===== config.mk =====
export PLATFORM = sky130hd
export DESIGN_NAME = dilithium_out_framer
export DESIGN_NICKNAME = d
export VERILOG_FILES = /design/src/rtl/dilithium_pkg.sv /design/src/rtl/dilithium_reg_slice.sv /design/src/rtl/dilithium_out_framer.sv
export SDC_FILE = /design/constraint.sdc
export NUM_CORES = 1
export LEC_CHECK = 0
export CAP_MARGIN = 5
export CELL_PAD_IN_SITES_DETAIL_PLACEMENT = 1
export CELL_PAD_IN_SITES_GLOBAL_PLACEMENT = 1
export CORE_ASPECT_RATIO = 1.1
export CORE_MARGIN = 2
export CORE_UTILIZATION = 35
export CTS_BUF_LIST = sky130_fd_sc_hd__clkbuf_8
export CTS_CLUSTER_SIZE = 12
export DETAILED_ROUTE_END_ITERATION = 16
export PLACE_DENSITY = 0.81
export SETUP_SLACK_MARGIN = 0.5
export SYNTH_ARGS = -nofsm -noshare
export SYNTH_HDL_FRONTEND = slang
export SYNTH_SLANG_ARGS = --single-unit
export TNS_END_PERCENT = 5

===== constraint.sdc =====
create_clock -name clk -period 3.3 [get_ports clk]
set_input_delay 0.33 -clock clk [delete_from_list [all_inputs] [get_ports clk]]
set_output_delay 0.33 -clock clk [all_outputs]
set_load 0.02 [all_outputs]

===== src/rtl/dilithium_pkg.sv =====
`default_nettype none
// ============================================================================
// Module : dilithium_pkg
// Brief  : Shared Dilithium definitions: mode encodings, output field kinds,
//          per-level field sizes and word-count helpers.
// Rev    : 1.0  initial release
// ============================================================================
package dilithium_pkg;

  localparam logic [1:0] MODE_KEYGEN  = 2'b00;
  localparam logic [1:0] MODE_SIGN    = 2'b10;
  localparam logic [1:0] MODE_VERIFY  = 2'b01;
  localparam logic [1:0] MODE_ILLEGAL = 2'b11;

  // Kind of field carried by a segment; the segment ID itself is its position
  typedef enum logic [2:0] {
    FLD_SEED, FLD_S1, FLD_S2, FLD_T0, FLD_T1, FLD_Z, FLD_H, FLD_RES
  } field_e;

  localparam int unsigned SEED_BITS = 256;

  // Packed field size in bits for a given security level (2, 3 or 5)
  function automatic int unsigned field_bits(input field_e f, input int unsigned sec);
    int unsigned b;
    b = 0;
    case (f)
      FLD_SEED: b = SEED_BITS;
      FLD_S1:   b = (sec == 5) ? 5376  : (sec == 3) ? 5120  : 3072;
      FLD_S2:   b = (sec == 5) ? 6144  : (sec == 3) ? 6144  : 3072;
      FLD_T0:   b = (sec == 5) ? 26624 : (sec == 3) ? 19968 : 13312;
      FLD_T1:   b = (sec == 5) ? 20480 : (sec == 3) ? 15360 : 10240;
      FLD_Z:    b = (sec == 5) ? 35840 : (sec == 3) ? 25600 : 18432;
      FLD_H:    b = (sec == 5) ? 664   : (sec == 3) ? 488   : 672;
      default:  b = 0;
    endcase
    return b;
  endfunction

  function automatic int unsigned ceil_words(input int unsigned bits, input int unsigned w);
    return (bits + w - 1) / w;
  endfunction

  // Stream words occupied by a field; the verify result is always one word
  function automatic logic [9:0] field_words(input field_e f, input int unsigned sec,
                                             input int unsigned w);
    if (f == FLD_RES) return 10'd1;
    return 10'(ceil_words(field_bits(f, sec), w));
  endfunction

  // Field kind at segment position idx of a frame in mode m
  function automatic field_e seg_field(input logic [1:0] m, input logic [2:0] idx);
    field_e f;
    f = FLD_RES;
    case (m)
      MODE_KEYGEN: begin
        case (idx)
          3'd3:    f = FLD_S1;
          3'd4:    f = FLD_S2;
          3'd5:    f = FLD_T0;
          3'd6:    f = FLD_T1;
          default: f = FLD_SEED;
        endcase
      end
      MODE_SIGN: begin
        case (idx)
          3'd1:    f = FLD_Z;
          3'd2:    f = FLD_H;
          default: f = FLD_SEED;
        endcase
      end
      MODE_VERIFY: f = FLD_RES;
      default:     f = FLD_RES;
    endcase
    return f;
  endfunction

  // Index of the final segment of a frame in mode m
  function automatic logic [2:0] last_seg(input logic [1:0] m);
    case (m)
      MODE_KEYGEN: return 3'd6;
      MODE_SIGN:   return 3'd2;
      default:     return 3'd0;
    endcase
  endfunction

endpackage
`default_nettype wire


===== src/rtl/dilithium_reg_slice.sv =====
`default_nettype none
// ============================================================================
// Module : dilithium_reg_slice
// Brief  : One-entry valid/ready register slice with synchronous flush.
// Rev    : 1.0  initial release
// ============================================================================
module dilithium_reg_slice #(
  parameter int DW = 32
) (
  input  logic          clk,
  input  logic          rst_n,
  input  logic          flush,
  input  logic [DW-1:0] in_data,
  input  logic          in_valid,
  output logic          in_ready,
  output logic [DW-1:0] out_data,
  output logic          out_valid,
  input  logic          out_ready
);

  // A new word may enter when the slot is empty or being drained this cycle
  assign in_ready = !out_valid || out_ready;

  // Slot register: load on input handshake, empty on output handshake, hold on stall
  always_ff @(posedge clk) begin
    if (!rst_n || flush) begin
      out_valid <= 1'b0;
      out_data  <= '0;
    end else if (in_valid && in_ready) begin
      out_valid <= 1'b1;
      out_data  <= in_data;
    end else if (out_ready) begin
      out_valid <= 1'b0;
    end
  end

endmodule
`default_nettype wire


===== src/rtl/dilithium_out_framer.sv =====
`default_nettype none
// ============================================================================
// Module : dilithium_out_framer
// Brief  : Tags the Dilithium core output stream with segment ID and
//          first/last markers, enforces per-mode frame length, and forwards
//          words through a one-entry register slice.
// Rev    : 1.0  initial release
// ============================================================================
module dilithium_out_framer
  import dilithium_pkg::*;
#(
  parameter  int HIGH_PERF = 0,
  parameter  int SEC_LEVEL = 2,
  localparam int W         = (HIGH_PERF != 0) ? 64 : 32
) (
  input  logic         clk,
  input  logic         rst_n,
  input  logic         start,
  input  logic [1:0]   mode,
  input  logic         abort,
  input  logic [W-1:0] in_data,
  input  logic         in_valid,
  output logic         in_ready,
  output logic [W-1:0] out_data,
  output logic         out_valid,
  input  logic         out_ready,
  output logic [2:0]   out_seg,
  output logic         out_seg_first,
  output logic         out_seg_last,
  output logic         out_frame_last,
  output logic         busy,
  output logic         done,
  output logic         err_mode
);

  localparam int         TW        = W + 6;
  localparam logic [1:0] ST_IDLE   = 2'd0;
  localparam logic [1:0] ST_STREAM = 2'd1;
  localparam logic [1:0] ST_DRAIN  = 2'd2;

  logic [1:0]    state, state_nxt;
  logic [1:0]    mode_q;
  logic [2:0]    seg_idx;
  logic [9:0]    word_cnt;
  logic [9:0]    seg_len;
  logic          seg_last, frame_last, start_ok, accept;
  logic          slice_in_valid, slice_in_ready;
  logic [TW-1:0] slice_in, slice_out;

  // Segment boundary flags for the word currently offered by the core
  always_comb begin
    seg_len    = field_words(seg_field(mode_q, seg_idx), unsigned'(SEC_LEVEL), unsigned'(W));
    seg_last   = (word_cnt == seg_len - 10'd1);
    frame_last = seg_last && (seg_idx == last_seg(mode_q));
    start_ok   = start && !abort && (mode != MODE_ILLEGAL);
    accept     = (state == ST_STREAM) && in_valid && slice_in_ready;
    slice_in   = {frame_last, seg_last, (word_cnt == 10'd0), seg_idx, in_data};
  end

  // State register
  always_ff @(posedge clk) begin
    if (!rst_n) state <= ST_IDLE;
    else        state <= state_nxt;
  end

  // Next-state logic; abort takes priority over every other event
  always_comb begin
    state_nxt = state;
    case (state)
      ST_IDLE:   if (start_ok) state_nxt = ST_STREAM;
      ST_STREAM: begin
        if (abort)                     state_nxt = ST_IDLE;
        else if (accept && frame_last) state_nxt = ST_DRAIN;
      end
      ST_DRAIN: begin
        if (abort)                                           state_nxt = ST_IDLE;
        else if (out_valid && out_ready && out_frame_last)   state_nxt = ST_IDLE;
      end
      default:   state_nxt = ST_IDLE;
    endcase
  end

  // Per-state outputs and slice input gating
  always_comb begin
    in_ready       = 1'b0;
    busy           = 1'b0;
    done           = 1'b0;
    err_mode       = 1'b0;
    slice_in_valid = 1'b0;
    case (state)
      ST_IDLE:   err_mode = start && !abort && (mode == MODE_ILLEGAL);
      ST_STREAM: begin
        busy           = 1'b1;
        in_ready       = slice_in_ready;
        slice_in_valid = in_valid;
      end
      ST_DRAIN: begin
        busy = 1'b1;
        done = out_valid && out_ready && out_frame_last && !abort;
      end
      default: ;
    endcase
  end

  // Frame context: latched mode, segment index and word position in the segment
  always_ff @(posedge clk) begin
    if (!rst_n) begin
      mode_q   <= MODE_KEYGEN;
      seg_idx  <= 3'd0;
      word_cnt <= 10'd0;
    end else if (state == ST_IDLE) begin
      if (start_ok) begin
        mode_q   <= mode;
        seg_idx  <= 3'd0;
        word_cnt <= 10'd0;
      end
    end else if (abort) begin
      seg_idx  <= 3'd0;
      word_cnt <= 10'd0;
    end else if (accept) begin
      if (seg_last) begin
        word_cnt <= 10'd0;
        seg_idx  <= seg_idx + 3'd1;
      end else begin
        word_cnt <= word_cnt + 10'd1;
      end
    end
  end

  dilithium_reg_slice #(
    .DW (TW)
  ) u_slice (
    .clk       (clk),
    .rst_n     (rst_n),
    .flush     (abort),
    .in_data   (slice_in),
    .in_valid  (slice_in_valid),
    .in_ready  (slice_in_ready),
    .out_data  (slice_out),
    .out_valid (out_valid),
    .out_ready (out_ready)
  );

  assign out_data       = slice_out[W-1:0];
  assign out_seg        = slice_out[W+2:W];
  assign out_seg_first  = slice_out[W+3];
  assign out_seg_last   = slice_out[W+4];
  assign out_frame_last = slice_out[W+5];

endmodule
`default_nettype wire


==> Word level (Yosys, flattened, before mapping) <==
Cells that the tools add are included.
{ "totals": {"wordCells": 95, "ff_bits": 56} }
{ "classes": {"muxes": 32, "n_reduce_logical": 29, "n_eq_ne": 23, "add_sub_neg": 5} }
{ "op_table": {"columns": ["op", "count"], "rows": [
  ["$pmux 15 s6", 1],
  ["$mux 10", 7],
  ["$eq 3x3->1 const B", 7],
  ["$pmux 3 s2", 3],
  ["$add 15x6->15 const B", 1],
  ["$mux 15", 1],
  ["$mux 3", 5],
  ["$sub 15x1->15 const B", 1],
  ["$eq 3x2->1 const B", 4],
  ["$pmux 3 s4", 1],
  ["$logic_and 1x1->1", 11],
  ["$add 10x1->10 const B", 1],
  ["$eq 10x10->1", 1],
  ["$logic_not 10->1", 1],
  ["$mux 2", 5],
  ["$sub 10x1->10 const B", 1],
  ["$mux 1", 8],
  ["$eq 2x2->1 const B", 3],
  ["$eq 3x1->1 const B", 2],
  ["$pmux 2 s3", 1],
  ["$reduce_and 3->1", 2],
  ["$reduce_bool 3->1", 2],
  ["$logic_not 2->1", 2],
  ["$ne 2x2->1 const B", 2],
  ["other kinds (11)", 16]
]} }

==> Logic depth before layout (Yosys ltp) <==
Gate-level depths: netlist of run 1.
{ "depth": {"ltp_word": 17, "ltp_mapped": 13, "depth_no_buf": 10} }

==> Cells and area by module <==
A second synthesis of run 1 with hierarchy kept.
{ "unflattened": {"hier_cells": 396, "area_unflattened_um2": 3329.4} }
{ "modules_own_cells": {"columns": ["mod", "seq_area_each_um2", "cells_per_inst", "n_inst", "area_per_inst_um2"], "rows": [
  ["dilithium_out_framer", 340.3, 216, 1, 1735.4],
  ["dilithium_reg_slice", 780.7, 180, 1, 1594.0]
]} }

==> Least setup slack after synthesis of run 1 <==
Ideal clock, no wire load.
{ "synth_timing": {"path_type": "flip-flop to flip-flop", "start": "register seg_idx[1]", "end": "register word_cnt[2]", "t_arrival_ns": 2.727, "period_less_slack_ns": 2.862, "slack_ns": 0.438, "required_time_ns": 3.166, "stages_incl_launch_ff": 13, "path_cell_list": "dfxtp_1 -> inv_1 -> ha_1 -> or2_1 -> a221o_1 -> and3_1 -> o21a_1 -> o32a_1 -> or3_1 -> buf_6 -> buf_8 -> a31oi_2 -> a31oi_1"} }
{ "synth_via": {"elab_chain_len": 16} }
{ "synth_rtl": {"columns": ["element", "line", "text"], "rows": [
  ["start, declared", "dilithium_out_framer.sv:43", "logic [2:0] seg_idx;"],
  ["start signal, assigned", "dilithium_out_framer.sv:123", "seg_idx <= seg_idx + 3'd1;"],
  ["$eq 3x3->1, or another cell as far along", "dilithium_pkg.sv:56", "case (idx)"],
  ["$pmux 3 s4 / $pmux 3 s2 (equally long branches)", "dilithium_pkg.sv:56, dilithium_pkg.sv:65", null],
  ["$pmux 3 s2 *", "dilithium_pkg.sv:54", "case (m)"],
  ["$eq 3x2->1 / $eq 3x1->1 (equally long branches)", "dilithium_pkg.sv:26", "case (f)"],
  ["$reduce_or 2->1 (no source line)", null, null],
  ["$pmux 15 s6", "dilithium_pkg.sv:26", null],
  ["$mux 15", "dilithium_pkg.sv:47", "return 10'(ceil_words(field_bits(f, sec), w));"],
  ["$add 15x6->15", "dilithium_pkg.sv:40", "return (bits + w - 1) / w;"],
  ["$sub 15x1->15", "dilithium_pkg.sv:40", null],
  ["$mux 10 *", "dilithium_pkg.sv:47", null],
  ["$sub 10x1->10 *", "dilithium_out_framer.sv:53", "seg_last = (word_cnt == seg_len - 10'd1);"],
  ["$eq 10x10->1 *", "dilithium_out_framer.sv:53", null],
  ["$mux 10 *", "dilithium_out_framer.sv:121", "if (seg_last) begin"],
  ["$mux 10 *", "dilithium_out_framer.sv:120", "end else if (accept) begin"],
  ["$mux 10 *", "dilithium_out_framer.sv:117", "end else if (abort) begin"],
  ["$mux 10 *", "dilithium_out_framer.sv:111", "end else if (state == ST_IDLE) begin"],
  ["end signal, assigned", "dilithium_out_framer.sv:125", "word_cnt <= word_cnt + 10'd1;"],
  ["end, declared", "dilithium_out_framer.sv:44", "logic [9:0] word_cnt;"]
]} }
Every way passes the cells marked *; elsewhere a longest branch is shown, timed or not. The select of a mux whose other input is x is not followed.
A chain may end at the register's enable or synchronous reset.

==> Final worst setup path of run 1 <==
{ "layout_timing": {"start": "register seg_idx[0]", "end": "register state[0]"} }
{ "layout_via": {"elab_chain_len": 16} }
{ "layout_rtl": {"columns": ["element", "line", "text"], "rows": [
  ["$eq 3x3->1, or another cell as far along", "dilithium_pkg.sv:56", null],
  ["$pmux 3 s4 / $pmux 3 s2 (equally long branches)", "dilithium_pkg.sv:56, dilithium_pkg.sv:65", null],
  ["$pmux 3 s2", "dilithium_pkg.sv:54", null],
  ["$eq 3x2->1 / $eq 3x1->1 (equally long branches)", "dilithium_pkg.sv:26", null],
  ["$reduce_or 2->1 (no source line)", null, null],
  ["$pmux 15 s6", "dilithium_pkg.sv:26", null],
  ["$mux 15", "dilithium_pkg.sv:47", null],
  ["$add 15x6->15", "dilithium_pkg.sv:40", null],
  ["$sub 15x1->15", "dilithium_pkg.sv:40", null],
  ["$mux 10", "dilithium_pkg.sv:47", null],
  ["$sub 10x1->10", "dilithium_out_framer.sv:53", null],
  ["$eq 10x10->1", "dilithium_out_framer.sv:53", null],
  ["$logic_and 1x1->1 *", "dilithium_out_framer.sv:54", "frame_last = seg_last && (seg_idx == last_seg(mode_q));"],
  ["$logic_and 1x1->1 *", "dilithium_out_framer.sv:73", "else if (accept && frame_last) state_nxt = ST_DRAIN;"],
  ["$ne 3x2->1 (no source line) *", null, null],
  ["$reduce_and 3->1 (no source line) *", null, null],
  ["end signal, assigned", "dilithium_out_framer.sv:63", "else state <= state_nxt;"],
  ["end, declared", "dilithium_out_framer.sv:41", "logic [1:0] state, state_nxt;"]
]} }
Marked as above.

==> results of run 1 <==
[final cells by class]
cell class              instances  share of cell area [%]
repair buffers                 99                   23.90
clock inverters                 3                  0.6620
inverters                      13                   1.419
well taps                     108                   3.405
multi-input cells             263                   40.45
clock buffers                   5                   1.734
flip-flops and latches         56                   28.44
[tightest hold or removal path: cells and delay by family (launching register included)]
| family | cells | cell delay, ns |
|---|---|---|
| compound gates | 1 | 0.05 |
| flops | 1 | 0.32 |
| simple gates | 1 | 0.05 |
[sequential cells by signal, indices dropped and copies added, names as in the netlist]
name and flops:
state 2, u_slice.out_data 38, seg_idx 3, mode_q 2, word_cnt 10, u_slice.out_valid 1
[cells by family (layout without fill, tap and decap cells)]
group / Yosys count / in the layout
XOR/XNOR: 4 / 4
AO/OA/AOI/OAI: 88 / 88
adder cells (fa/ha/maj): 10 / 10
multiplexers: 3 / 3
buffers and inverters: 34 / 120
flip-flops: 56 / 56
AND/OR/NAND/NOR: 157 / 158
[Yosys cell counts, types with 2 or more instances]
master,n,area [um^2]
nand2_1,90,337.8
dfxtp_1,56,1121
inv_1,13,48.80
nand4_1,3,18.77
mux2_2,2,22.52
nor2b_1,6,37.54
nand3_1,15,75.07
a211o_1,3,26.28
nor2_1,12,45.04
o221a_2,3,33.78
a41oi_1,2,17.52
o21ai_0,3,15.01
ha_1,10,125.1
a22o_1,2,17.52
a21o_1,2,15.01
a32oi_1,2,17.52
buf_6,2,22.52
o22ai_1,2,12.51
clkbuf_1,17,63.81
nor4_1,2,12.51
or2_1,2,12.51
nand2b_1,2,12.51
and3_1,6,37.54
a31oi_1,9,56.30
xnor2_1,3,26.28
o21ai_1,2,10.01
a21oi_1,43,215.2
nor3_1,6,30.03
or3_1,2,12.51
and2_1,2,12.51
nand3b_1,3,22.52
[layer usage]
metal | vias up | wire length (um) | GRT usage (%)
li1 | 1398 | - | -
met1 | 1410 | 3659 | 25.74
met2 | 64 | 4730 | 37.54
met3 | 11 | 421 | 4.928
met4 | 0 | 128 | 5.511
met5 | - | 0 | 0
[through the flow]
step                cell area (um^2)  total power, W  util (%)
finish                          3969        0.001566     50.70
global route                    3969        0.001649     50.70
CTS                             3956        0.001576     50.54
detailed placement              3679        0.001153     46.99
global placement                3679        0.001141     46.99
floorplan                       2791       0.0009825         -
[what timing repair did]
item / CTS / global route
cloned: 1 / 0
endpoints found under the setup margin: 16 / 16
gates resized for setup: 21 / 3
buffers inserted: 12 / 0
pin swaps: 15 / 2
[final timing paths]
| check | from | end | slack [ns] | depth (start not counted) |
|---|---|---|---|---|
| max | seg_idx[0]$_SDFFE_PN0P_ | state[0]$_SDFFE_PN0P_ | 0.36 | 11 |
| min | u_slice.out_data[10]$_SDFFE_PP0P_ | u_slice.out_data[10]$_SDFFE_PP0P_ | 0.46 | 2 |
| max reg2reg | seg_idx[0]$_SDFFE_PN0P_ | state[0]$_SDFFE_PN0P_ | 0.36 | 11 |
| min reg2reg | u_slice.out_data[10]$_SDFFE_PP0P_ | u_slice.out_data[10]$_SDFFE_PP0P_ | 0.46 | 2 |
[power by group through the flow]
stage / logic [W] / clock network (W) / registers [W]
2_1_floorplan: 0.000231 / 0 / 0.000752
3_3_place_gp: 0.000406 / 0 / 0.000735
3_5_place_dp: 0.000417 / 0 / 0.000736
4_1_cts: 0.000435 / 0.000421 / 0.000719
5_1_grt: 0.000481 / 0.000445 / 0.000722
6_report: 0.000437 / 0.000410 / 0.000719
==> flow_metrics.env, run 1 <==
export IMPL_dr_pass1_iters=4
export IMPL_clk_pin_slew_ns=0.11
export IMPL_outcome="completed"
export IMPL_pwr_share_comb_pct=27.9
export IMPL_synth_edf_count=0
export IMPL_finalCriticalPeriod_ns=2.940
export IMPL_antenna_found_initial=0
export IMPL_synth_cell_type_count=56
export IMPL_syn2layout_area_growth_pct=42.75
export IMPL_worstMarginPinSlew_ns=0.9627
export IMPL_cts_sinks=56
export IMPL_clockPowerShare_pct=26.2
export IMPL_whs_ns=0.4614
export IMPL_antenna_cells=0
export IMPL_postSynthCellCount=352
export IMPL_globalplace_congestion=0.8510
export IMPL_h_tree_depth=2
export IMPL_crit_type="reg -> reg"
export IMPL_register_area_mm2=0.001129
export IMPL_grt_max_degree=41
export IMPL_startpoint_type="register"
export IMPL_first_global_vias=3042
export IMPL_port_buffers=82
export IMPL_cp_slowest_stage_delay_ns=0.53
export IMPL_synthSimpleGateAreaFrac_pct=26.10
export IMPL_worst_setup_path_end_kind="register"
export IMPL_syn_num_nets=402
export IMPL_max_clock_path_buffers=2
export IMPL_die_x_um=88.98
export IMPL_final_cell_mix="nand2_1, clkdlybuf4s50_1, dfxtp_1"
export IMPL_seq_area_frac_synth_pct=40.32
export IMPL_final_period_utilization_pct=89.10
export IMPL_grt_overflow=0
export IMPL_multiInputGateArea_mm2=0.001605
export IMPL_critPathSlowestCell="or4_4"
export IMPL_setup_viol=0
export IMPL_wl_um=8939
export IMPL_rows=34
export IMPL_switchingPower_w=0.0005280
export IMPL_insertion_delay_ns=0.32
export IMPL_maxSlewViolCount=0
export IMPL_cts_root_buf="clkbuf_8"
export IMPL_post_drt_wl_per_cell_um=16.34
export IMPL_die_area_mm2=0.008673
export IMPL_p_seq_share_pct=45.9
export IMPL_required_ns=3.50
export IMPL_cts_buffers=5
export IMPL_crit_family="compound AO/OA/AOI/OAI gates"
export IMPL_dpl_worst_slack_ns=0.1454
export IMPL_vias=2883
export IMPL_start_util_pct=35.52
export IMPL_synth_top_family_by_area="simple AND/OR/NAND/NOR gates"
export IMPL_relSlewSlack_pct=35.33
export IMPL_fmax_mhz=340.1
export IMPL_ys_ff_latch=56
export IMPL_cellPowerDensity_mw_per_mm2=394.6
export IMPL_report_final_hold_viol_count=0
export IMPL_instances_no_fill=547
export IMPL_synth_compound_area_share_pct=21.06
export IMPL_fill_cells=962
export IMPL_critPathBufInv=2
export IMPL_p_int_w=0.001038
export IMPL_path_max_fanout=4
export IMPL_grtUsageTotal_pct=21.37
export IMPL_finalNetCount=488
export IMPL_maxCapViolCount=0
export IMPL_path_cells="inv_6 > ha_4 > or2_4 > a221o_1 > buf_4 > a211oi_4 > o21ba_1 > o221a_2 > or4_4 > nand4_1 > o311ai_2"
export IMPL_final_common_cell="nand2_1"
export IMPL_antenna_left=0
export IMPL_pin_count=83
export IMPL_dpl_cell_count=526
export IMPL_drive_gt1_share_pct=12.30
export IMPL_fin_tns_setup_ns=0
export IMPL_synthAdderAreaFrac_pct=4.500
export IMPL_setup_ws_ns=0.3598
export IMPL_drtIter0Drc=83
export IMPL_synth_xor_area_share_pct=1.260
export IMPL_clock_skew_final_ns=0.009949
export IMPL_async_flop_share_pct=0
export IMPL_syn_avg_cell_area_um2=7.898
export IMPL_cts_tree="yes"
export IMPL_grt_pass1_wl_um=14800
export IMPL_synth_ff_type="dfxtp_1"
export IMPL_hold_path_class="reg -> reg"
export IMPL_cp_data_arrival_time_ns=3.14
export IMPL_drc_errors=0
export IMPL_muxShareOfSynthArea_pct=1.170
export IMPL_dieHeight_um=97.48
export IMPL_dp_hpwl_um=6076
export IMPL_rsz0062_at_grt="yes"
export IMPL_ir_drop_uv=237.9
export IMPL_switching_share_pct=33.71
export IMPL_vias_per_cell=5.271
export IMPL_hold_buffers=0
export IMPL_p_leak_nw=1.406
export IMPL_yosysWarnings=0
export IMPL_core_area_mm2=0.007828
export IMPL_syn_area_mm2=0.002780
Power figures use the tool's default switching activity.
==> run 2: changes to the inputs <==
- PLACE_DENSITY: 0.81 -> default
- PLACE_DENSITY_LB_ADDON: default -> 0.08
==> flow_metrics.env, run 2 (synthesis gave the netlist of run 1 again) <==
export IMPL_maxSlewViolCount=0
export IMPL_globalplace_congestion=0.8364
export IMPL_timing_rr_start="seg_idx[1]$_SDFFE_PN0P_"
export IMPL_rows=34
export IMPL_cp_data_arrival_time_ns=3.14
export IMPL_max_clock_path_buffers=2
export IMPL_rsz0062_at_grt="yes"
export IMPL_critPathSlowestCell="or4_4"
export IMPL_r2r_cells=10
export IMPL_finalNetCount=488
export IMPL_drtIter0Drc=73
export IMPL_place_area_mm2=0.003679
export IMPL_register_area_mm2=0.001132
export IMPL_clockPowerShare_pct=24.7
export IMPL_reg_top3="u_slice.out_data (38), word_cnt (10), seg_idx (3)"
export IMPL_p_seq_share_pct=46.1
export IMPL_wl_um=8595
export IMPL_cts_root_buf="clkbuf_8"
export IMPL_h_tree_depth=2
export IMPL_port_buffers=82
export IMPL_path_cells="buf_4 > ha_2 > or2_1 > a211o_4 > mux2_2 > o22ai_2 > nand4b_1 > or4_4 > nand4_1 > o311ai_2"
export IMPL_endpoint="state[0]$_SDFFE_PN0P_"
export IMPL_final_area_mm2=0.003989
export IMPL_first_global_vias=2912
export IMPL_switching_share_pct=33.11
export IMPL_drc_errors=0
export IMPL_grt_pass1_wl_um=14280
export IMPL_core_area_mm2=0.007828
export IMPL_cts_sinks=56
export IMPL_cp_slowest_stage_delay_ns=0.64
export IMPL_critical_path_startpoint="seg_idx[1]$_SDFFE_PN0P_"
export IMPL_path_max_fanout=7
export IMPL_cellPowerDensity_mw_per_mm2=390.7
export IMPL_grtUsageTotal_pct=20.44
export IMPL_worst_setup_path_end_kind="register"
export IMPL_worst_path_stages=10
export IMPL_largest_reg_flops=38
export IMPL_die_area_mm2=0.008673
export IMPL_relSlewSlack_pct=62.03
export IMPL_r2r_end="state[0]$_SDFFE_PN0P_"
export IMPL_final_period_utilization_pct=89.32
export IMPL_vias_per_cell=5.243
export IMPL_whs_ns=0.4611
export IMPL_cts_buffers=5
export IMPL_pin_count=83
export IMPL_setup_viol=0
export IMPL_p_int_w=0.001042
export IMPL_clk_pin_slew_ns=0.10
export IMPL_cts_tree="yes"
export IMPL_dpl_worst_slack_ns=0.06724
export IMPL_fin_tns_setup_ns=0
export IMPL_ir_drop_uv=194.7
export IMPL_crit_type="reg -> reg"
export IMPL_antenna_found_initial=0
export IMPL_report_final_hold_viol_count=0
export IMPL_startpoint_type="register"
export IMPL_grt_max_degree=39
export IMPL_worstMarginPinSlew_ns=0.5674
export IMPL_die_x_um=88.98
export IMPL_multiInputGateArea_mm2=0.001627
export IMPL_grt_overflow=0
export IMPL_syn2layout_area_growth_pct=43.47
export IMPL_antenna_cells=0
export IMPL_drive_gt1_share_pct=12.98
export IMPL_fmax_mhz=339.3
export IMPL_hold_buffers=0
export IMPL_p_leak_nw=1.402
export IMPL_clock_skew_final_ns=0.009671
export IMPL_antenna_left=0
export IMPL_pwr_share_comb_pct=29.2
export IMPL_vias=2868
export IMPL_dp_hpwl_um=5985
export IMPL_insertion_delay_ns=0.31
export IMPL_required_ns=3.49
export IMPL_final_common_cell="nand2_1"
export IMPL_setup_ws_ns=0.3524
export IMPL_dieHeight_um=97.48
export IMPL_final_util_pct=50.96
export IMPL_dr_pass1_iters=4
export IMPL_post_drt_wl_per_cell_um=15.71
export IMPL_hold_path_class="reg -> reg"
export IMPL_fill_cells=975
export IMPL_top_register="u_slice.out_data"
export IMPL_final_cell_mix="nand2_1, clkdlybuf4s50_1, dfxtp_1"
export IMPL_maxCapViolCount=0
export IMPL_critPathBufInv=1
export IMPL_crit_family="simple AND/OR/NAND/NOR gates"
export IMPL_start_util_pct=35.52
export IMPL_finalCriticalPeriod_ns=2.948
export IMPL_outcome="completed"
export IMPL_reg2reg_setup_slack_ns=0.35
export IMPL_switchingPower_w=0.0005160
[run 2: worst register-to-register path: cells and delay by family (launching register included)]
kind | cells | cell delay (ns)
compound gates | 3 | 0.57
fa+ha+maj | 1 | 0.21
buf+inv | 1 | 0.14
flops | 1 | 0.38
mux | 1 | 0.29
simple gates | 4 | 1.24
[run 2: metrics by stage]
step,std cells,total power (W)
floorplan,352,0.0009825
global placement,526,0.001149
detailed placement,526,0.001157
CTS,547,0.001571
global route,547,0.001643
finish,547,0.001558
[run 2: what timing repair did]
item,in CTS,in global routing
cloned,1,0
setup endpoints to repair,17,17
setup buffers,12,0
gates resized for setup,21,7
pin swaps,14,5
[run 2: worst min path at each step]
stage	start	end	slack [ns]	depth (start not counted)
after floorplan	in_data[0]	u_slice.out_data[0]$_SDFFE_PP0P_	0.47	2
after global placement	u_slice.out_data[15]$_SDFFE_PP0P_	u_slice.out_data[15]$_SDFFE_PP0P_	0.44	2
after detailed placement	u_slice.out_data[15]$_SDFFE_PP0P_	u_slice.out_data[15]$_SDFFE_PP0P_	0.45	2
after CTS	u_slice.out_data[15]$_SDFFE_PP0P_	u_slice.out_data[15]$_SDFFE_PP0P_	0.46	2
after global routing	u_slice.out_data[0]$_SDFFE_PP0P_	u_slice.out_data[0]$_SDFFE_PP0P_	0.48	2
final	u_slice.out_data[15]$_SDFFE_PP0P_	u_slice.out_data[15]$_SDFFE_PP0P_	0.46	2
[run 2: power by group through the flow]
stage	Combinational, W	Clock [W]	Sequential (W)
5_1_grt	0.000497	0.000424	0.000722
4_1_cts	0.000447	0.000405	0.000719
2_1_floorplan	0.000231	0	0.000752
3_5_place_dp	0.000420	0	0.000736
6_report	0.000455	0.000385	0.000718
3_3_place_gp	0.000415	0	0.000734
[run 2: routing by layer]
metal,wire (um),track usage (%)
met2,4329,34.21
met3,473,4.928
met1,3718,26.43
met4,74,4.478
met5,0,0
[run 2: final cells by class]
cell class | instances | share of cell area, %
Timing Repair Buffer | 99 | 23.78
Clock buffer | 5 | 1.725
Inverter | 13 | 1.349
Clock inverter | 3 | 0.5960
Tap cell | 108 | 3.388
Sequential cell | 56 | 28.39
Multi-Input combinational cell | 263 | 40.78
==> run 3: changes to the inputs <==
- CTS_CLUSTER_SIZE: 12 -> 14
==> results of run 3 <==
Final layout, timing and power as in run 2 (identical DEF).
